[src/rtl/fft_pkg.sv]
// fft_pkg: shared widths and sizing helpers for the R2SDF FFT pipeline.
package fft_pkg;
   localparam int FFT_DATA_W    = 33;
   localparam int FFT_MAX_DEPTH = 32;
   function automatic int clog2(input int v);
      int r;
      for (r = 0; (1 << r) < v; r++) begin
      end
      return r;
   endfunction
endpackage

[src/rtl/sdf_ram_rbw.sv]
// sdf_ram_rbw: single-clock RAM, shared read/write address, read-before-write.
module sdf_ram_rbw
   import fft_pkg::*;
#(
   parameter int W     = 2 * FFT_DATA_W,
   parameter int DEPTH = FFT_MAX_DEPTH,
   parameter int AW    = clog2(DEPTH)
) (
   input  logic          iClk,
   input  logic          iWe,
   input  logic [AW-1:0] iAddr,
   input  logic [W-1:0]  iWdata,
   output logic [W-1:0]  oRdata
);
   logic [W-1:0] mem [DEPTH];
   always_ff @(posedge iClk) begin
      if (iWe) mem[iAddr] <= iWdata;
   end
   // Asynchronous read returns the old word during a write, giving read-before-write.
   assign oRdata = mem[iAddr];
endmodule

[src/rtl/sdf_delay_line.sv]
// sdf_delay_line: run-time-programmable complex delay line on a circular RAM.
module sdf_delay_line
   import fft_pkg::*;
#(
   parameter int DATA_W    = FFT_DATA_W,
   parameter int MAX_DEPTH = FFT_MAX_DEPTH,
   parameter int DEPTH_W   = clog2(MAX_DEPTH) + 1
) (
   input  logic               iClk,
   input  logic               iRst_n,
   input  logic               iEn,
   input  logic               iFlush,
   input  logic [DEPTH_W-1:0] iDepth,
   input  logic [DATA_W-1:0]  iData_Re,
   input  logic [DATA_W-1:0]  iData_Im,
   output logic [DATA_W-1:0]  oData_Re,
   output logic [DATA_W-1:0]  oData_Im,
   output logic               oValid,
   output logic               oPrimed,
   output logic               oCfgErr
);
   localparam int AW = clog2(MAX_DEPTH);
   localparam logic [DEPTH_W-1:0] MAXD = DEPTH_W'(MAX_DEPTH);

   logic [AW-1:0]      ptr_q, ptr_d;
   logic [DEPTH_W-1:0] fill_q, fill_d, depth_q, depth_d;
   logic [DATA_W-1:0]  re_q, re_d, im_q, im_d;
   logic               valid_q, valid_d, primed_q, primed_d, err_q, err_d, pend_q, pend_d;
   logic               cfg, push, bad, full, wrap;
   logic [2*DATA_W-1:0] rd;

   sdf_ram_rbw #(.W(2 * DATA_W), .DEPTH(MAX_DEPTH), .AW(AW)) u_ram (
      .iClk   (iClk),
      .iWe    (push),
      .iAddr  (ptr_q),
      .iWdata ({iData_Re, iData_Im}),
      .oRdata (rd)
   );

   // The first edge after reset release latches the depth exactly like a flush.
   always_comb begin
      cfg      = pend_q || iFlush;
      push     = iEn && !cfg;
      bad      = (iDepth == '0) || (iDepth > MAXD);
      full     = fill_q == depth_q;
      wrap     = ptr_q == AW'(depth_q - DEPTH_W'(1));
      pend_d   = 1'b0;
      depth_d  = cfg ? (bad ? MAXD : iDepth) : depth_q;
      err_d    = cfg ? bad : err_q;
      ptr_d    = cfg ? '0 : push ? (wrap ? '0 : ptr_q + AW'(1)) : ptr_q;
      fill_d   = cfg ? '0 : (push && !full) ? fill_q + DEPTH_W'(1) : fill_q;
      valid_d  = cfg ? 1'b0 : push ? full : valid_q;
      re_d     = cfg ? '0 : push ? (full ? rd[2*DATA_W-1:DATA_W] : '0) : re_q;
      im_d     = cfg ? '0 : push ? (full ? rd[DATA_W-1:0] : '0) : im_q;
      primed_d = fill_d == depth_d;
   end

   always_ff @(posedge iClk or negedge iRst_n) begin
      if (!iRst_n) begin
         ptr_q    <= '0;
         fill_q   <= '0;
         depth_q  <= MAXD;
         re_q     <= '0;
         im_q     <= '0;
         valid_q  <= 1'b0;
         primed_q <= 1'b0;
         err_q    <= 1'b0;
         pend_q   <= 1'b1;
      end else begin
         ptr_q    <= ptr_d;
         fill_q   <= fill_d;
         depth_q  <= depth_d;
         re_q     <= re_d;
         im_q     <= im_d;
         valid_q  <= valid_d;
         primed_q <= primed_d;
         err_q    <= err_d;
         pend_q   <= pend_d;
      end
   end

   assign oData_Re = re_q;
   assign oData_Im = im_q;
   assign oValid   = valid_q;
   assign oPrimed  = primed_q;
   assign oCfgErr  = err_q;
endmodule

[config.mk]
export PLATFORM = sky130hd
export DESIGN_NAME = sdf_delay_line
export DESIGN_NICKNAME = d
export VERILOG_FILES = /design/src/rtl/fft_pkg.sv /design/src/rtl/sdf_ram_rbw.sv /design/src/rtl/sdf_delay_line.sv
export SDC_FILE = /design/constraint.sdc
export NUM_CORES = 2
export LEC_CHECK = 0
export CORE_ASPECT_RATIO = 0.7
export CORE_MARGIN = 1
export CORE_UTILIZATION = 56
export CTS_CLUSTER_SIZE = 8
export DETAILED_ROUTE_END_ITERATION = 10
export PLACE_DENSITY = 0.79
export SYNTH_ARGS = -nofsm -noshare
export SYNTH_HDL_FRONTEND = slang
export SYNTH_SLANG_ARGS = --single-unit
[constraint.sdc]
create_clock -name iClk -period 4.55 [get_ports iClk]
set_clock_uncertainty 0.05 [all_clocks]
set_input_delay 0.91 -clock iClk [delete_from_list [all_inputs] [get_ports iClk]]
set_output_delay 0.91 -clock iClk [all_outputs]
set_load 0.05 [all_outputs]
# Word level (Yosys, flattened, before mapping)

Memories as Yosys holds them, arrays and structs flattened.
Cells that the tools add are included.

Flip-flop bits (word level): 87
Word-level logic and storage cells: 42
Output and inout port bits: 69
Bits in writable memories: 2112
Input bits: 76
Memories kept: 1

Memories:

| memory    | words | bits a word | read ports | clocked after Yosys merged registers in | write ports | line              | RTL |
|---|---|---|---|---|---|---|---|
| u_ram.mem | 32    | 66          | 1          | 0                                       | 1           | sdf_ram_rbw.sv:15 | `logic [W-1:0] mem [DEPTH];` |

Multiplexer cells: 17
Equality and inequality tests: 3
$add $sub $neg: 3
Magnitude comparators: 1
Reductions and logical operators: 8

Operators by type and width:

| cell                  | number |
|---|---|
| $mux W33              | 6 |
| $mux W6               | 4 |
| $mux W5               | 3 |
| $eq A6 B6 Y1          | 2 |
| $add A6 B1 Y6 const B | 1 |
| $gt A6 B6 Y1 const B  | 1 |
| $logic_not A6 Y1      | 1 |
| $add A5 B1 Y5 const B | 1 |
| $eq A5 B5 Y1          | 1 |
| $sub A5 B1 Y5 const B | 1 |
| $mux W1               | 4 |
| $logic_and A1 B1 Y1   | 2 |
| $logic_not A1 Y1      | 2 |
| $logic_or A1 B1 Y1    | 2 |
| $reduce_bool A2 Y1    | 1 |

# Longest topological paths before layout

Word-level depth: 7
Mapped depth: 9
Gate-level depth less buffers: 9

# Cells and area by module

From an unflattened synthesis, not the netlist that was laid out.

Cells, all modules: 4470
Area, all modules: 83367.5 µm²

By module, submodules not included:

| module         | times used | sequential area each (µm²) | area each (µm²) | cells an instance |
|---|---|---|---|---|
| sdf_ram_rbw    | 1          | 63420.8                    | 79807.8         | 4194 |
| sdf_delay_line | 1          | 2179.6                     | 3559.7          | 276 |

# Worst setup path before layout

No wires, ideal clock.

Kind: input-to-reg
Start: in iFlush
End: mem u_ram.mem[30][0] in the netlist's numbering (enable)
Arrival time: 4588 ps
Stages on the path: 4
Library setup time: 491 ps
Path buffers: 0
Path slack: -578 ps
Required time: 4009 ps
Path through: nor2_1 -> and2_0 -> nand2_1 -> nor2_1

Word-level cells in the longest chain between the ends: 5

Ends and longest elaborated chain:

| item                          | line                 | RTL |
|---|---|---|
| start, declared               | sdf_delay_line.sv:12 | `input logic iFlush,` |
| $logic_or A1 B1 Y1            | sdf_delay_line.sv:42 | `cfg = pend_q \|\| iFlush;` |
| $logic_not A1 Y1              | sdf_delay_line.sv:43 | `push = iEn && !cfg;` |
| $logic_and A1 B1 Y1           | sdf_delay_line.sv:43 |  |
| $mux W1                       | sdf_ram_rbw.sv:17    | `if (iWe) mem[iAddr] <= iWdata;` |
| $mux W1 (not written as such) | sdf_ram_rbw.sv:17    |  |
| end, declared                 | sdf_ram_rbw.sv:15    |  |

Every way passes these cells.

# Final worst setup path

Start: reg ptr_q[0]
End: reg re_q[18] (netlist: oData_Re[18])

Word-level cells in the longest chain between the ends: 4

Ends and longest elaborated chain:

| item                   | line                 | RTL |
|---|---|---|
| start, declared        | sdf_delay_line.sv:25 | `logic [AW-1:0] ptr_q, ptr_d;` |
| start signal, assigned | sdf_delay_line.sv:70 | `ptr_q <= ptr_d;` |
| $mem_v2 Z32 W66        | n/a                  |  |
| $mux W33 (3 in a row)  | sdf_delay_line.sv:53 | `re_d = cfg ? '0 : push ? (full ? rd[2*DATA_W-1:DATA_W] : '0) : re_q;` |
| end signal, assigned   | sdf_delay_line.sv:73 | `re_q <= re_d;` |
| end, declared          | sdf_delay_line.sv:27 | `logic [DATA_W-1:0] re_q, re_d, im_q, im_d;` |

Every way passes these cells. The select of a mux whose other input is x is not followed.
A chain may end at the register's enable or synchronous reset.

==> results.txt <==
Largest area contributor in the netlist - edfxtp_1
Vias in the first global route - 44214
Io pins - 145
CP startpoint kind - flop
Port Buffers - 144
Worst-Skew Late Latency - 0.93 ns
WP data required - 5.27 ns
Initial antenna violation count - 16
CP Data Arrival Time - 4.34 ns
Overall routing resource usage - 32.36%
Number of post-CTS setup repair buffers - 0
Final period utilization - 79.46%
First-pass GRT wire length - 332.7 mm
Avg Inst Size Synth - 23.60 µm²
Post-Route WL - 236.4 mm
RSZ-0062 raised after global routing - no
Largest cells by area after synthesis - edfxtp_1 77%, mux4_2 14%, dfrtp_1 2.6%, a22oi_1 2.4%, a22o_1 0.70%
# resized after CTS - 0
Pwr Total - 45.30 mW
Number of CTS-inserted buffers - 324
Vias - 43719
Clock Root Buffer - clkbuf_16
EDFF count, synth - 2112
# hold bufs at CTS - 0
Clk buf depth - 4
Primary FF master, synth - edfxtp_1
DR DRC count - 0
Max Slew Vio Count - 0
Core ar. - 145700 µm²
Final setup viols - 0
Vias per std cell - 7.191
Most frequent cells after synthesis - 2112 x edfxtp_1, 528 x mux4_2, 264 x a22oi_1
Final Hold Fails - 0
Placed inst area - 87810 µm²
Die Y - 322.7 µm
Max Cap Viol - 0
Largest net degree at the start of global routing - 88
Hold WS - 0.1965 ns
Placer Congestion - 0.8578
Slew of the pin with the lowest slew margin - 1.422 ns
Fmax - 0.2766 GHz
Slowest CP cell - dfrtp_4
Std cell rows - 117
Worst min-delay path category - input port to asynchronous set/reset pin
Die W - 460.1 µm
Synth async-reset ratio - 3.956%
PwrDens - 468.3 nW/µm²
CP max stage delay - 1.16 ns
Crit path cell chain - buf_4, buf_4, mux4_2, a22oi_1, nand4_1, a22o_1
Drt pass-1 iters - 7
Post-synth top area share - 77.08%
Clock transition at path regs - 0.05 ns
Critical path start-end classification - flop to flop
Status - finished, final reports clean
Die ar. - 148500 µm²
Cell Count, Final, Fillers Out - 6080
Post-synthesis cell count - 3487
First DRT Iteration DRCs - 7412
Post-DR wirelength/cell - 38.88 µm
# nets final - 4028
Net count after synthesis - 3569
Sequential fraction of the synthesis area - 79.73%
Sink Count - 2199
Crit end category - flop
Final Cell Area - 96730 µm²
Distinct cells, synth - 47
LEAKAGE - 29.96 nW
# fillers - 8406
Period minus WS final - 3.615 ns
Setup_tns - 0 ns
CTS H-tree lvls - 5
CTS tree - yes
Max-slew headroom - 4.889%
Most frequent cell after synthesis - edfxtp_1
Crit-path max FO - 44
Antenna Nets Post-Route - 0
Grt ovf - 0
Placed Cells incl. Taps - 5583
Post-synthesis instance area - 82280 µm²
VDD IR max - 0.3743 mV
Yosys Warn Count - 0
Share of layout cells above drive strength 1 - 26.89%
Synth Register Bits - 2199
Initial core utilization - 56.49%
Area grow syn2layout - 17.57%
Most frequent CP cell - buf_4
DP Wirelength - 120.9 mm
[final timing paths]
check / depth (start not counted) / to / start / slack [ns]
worst min-delay path: 1 / oData_Im[13]$_DFFE_PN0P_ / iRst_n / 0.20
max in group asynchronous: 1 / ptr_q[1]$_DFFE_PN0P_ / iRst_n / 3.31
min in group iClk: 2 / oCfgErr$_DFFE_PN0P_ / oCfgErr$_DFFE_PN0P_ / 0.45
worst min register to register: 2 / oCfgErr$_DFFE_PN0P_ / oCfgErr$_DFFE_PN0P_ / 0.45
worst max register to register: 6 / oData_Re[18]$_DFFE_PN0P_ / ptr_q[0]$_DFFE_PN0P_ / 0.93
worst max-delay path: 6 / oData_Re[18]$_DFFE_PN0P_ / ptr_q[0]$_DFFE_PN0P_ / 0.93
[where the power goes]
group / total (mW) / switching [mW] / internal [mW]
sequential: 22.3 / 0.0448 / 22.3
clock: 21.6 / 8.42 / 13.2
combinational: 1.37 / 0.867 / 0.506
total: 45.3 / 9.33 / 36.0
[placed cells by master (no fill, tap or decap), types with 61 or more instances in the layout]
| cell type | n |
|---|---|
| dfrtp_1 | 83 |
| mux4_2 | 528 |
| clkbuf_1 | 156 |
| clkbuf_16 | 331 |
| buf_12 | 61 |
| edfxtp_1 | 2112 |
| nand4_1 | 69 |
| buf_4 | 125 |
| a22o_1 | 66 |
| clkdlybuf4s50_1 | 139 |
| a22oi_1 | 264 |
[critical path: cells and delay by family, from the launching register on]
| family | cells | cell delay, ns |
|---|---|---|
| DFF | 1 | 1.16 |
| buffers and inverters | 2 | 0.80 |
| AOI/OAI and AO/OA | 2 | 0.66 |
| muxes | 1 | 0.54 |
| and+or+nand+nor | 1 | 0.15 |
[stage by stage]
step	worst slack, ns	utilization, %
floorplan	-0.5783	-
global placement	1.067	60.28
detailed placement	1.024	60.28
CTS	0.9320	66.40
global route	0.7662	66.40
finish	0.9348	66.41
[layout make-up]
class / instances / area, µm² / area share [%]
diodes: 7 / 17.52 / 0.01811
well taps: 1963 / 2456 / 2.539
clock buffers: 487 / 8869 / 9.168
multi-input cells: 1086 / 16140 / 16.69
inverters: 5 / 18.77 / 0.01940
clock inverters: 3 / 41.29 / 0.04268
flip-flops and latches: 2199 / 65610 / 67.82
repair buffers: 330 / 3582 / 3.703
[routing by layer]
layer	wire (µm)	vias to the layer above	track usage (%)
met2	110100	4371	49.02
met5	100	-	0
met3	35020	681	10.54
li1	-	16022	-
met4	9774	14	12.93
met1	81370	22631	44.03
[flip-flops by register name, indices dropped and copies added (netlist names)]
register   flops
oPrimed        1
u_ram.mem   2112
oValid         1
depth_q        6
oData_Re      33
pend_q         1
oCfgErr        1
fill_q         6
ptr_q          5
oData_Im      33
[kinds of logic after synthesis]
family          share of synthesized area [%]
fa+ha+maj                             0.09124
xor+xnor                               0.1916
flops                                   79.73
buf+inv                                 1.002
compound gates                          3.346
mux                                     14.49
simple gates                            1.145
other cells                          0.004558
Note: power is estimated with default switching activity, not from simulation.
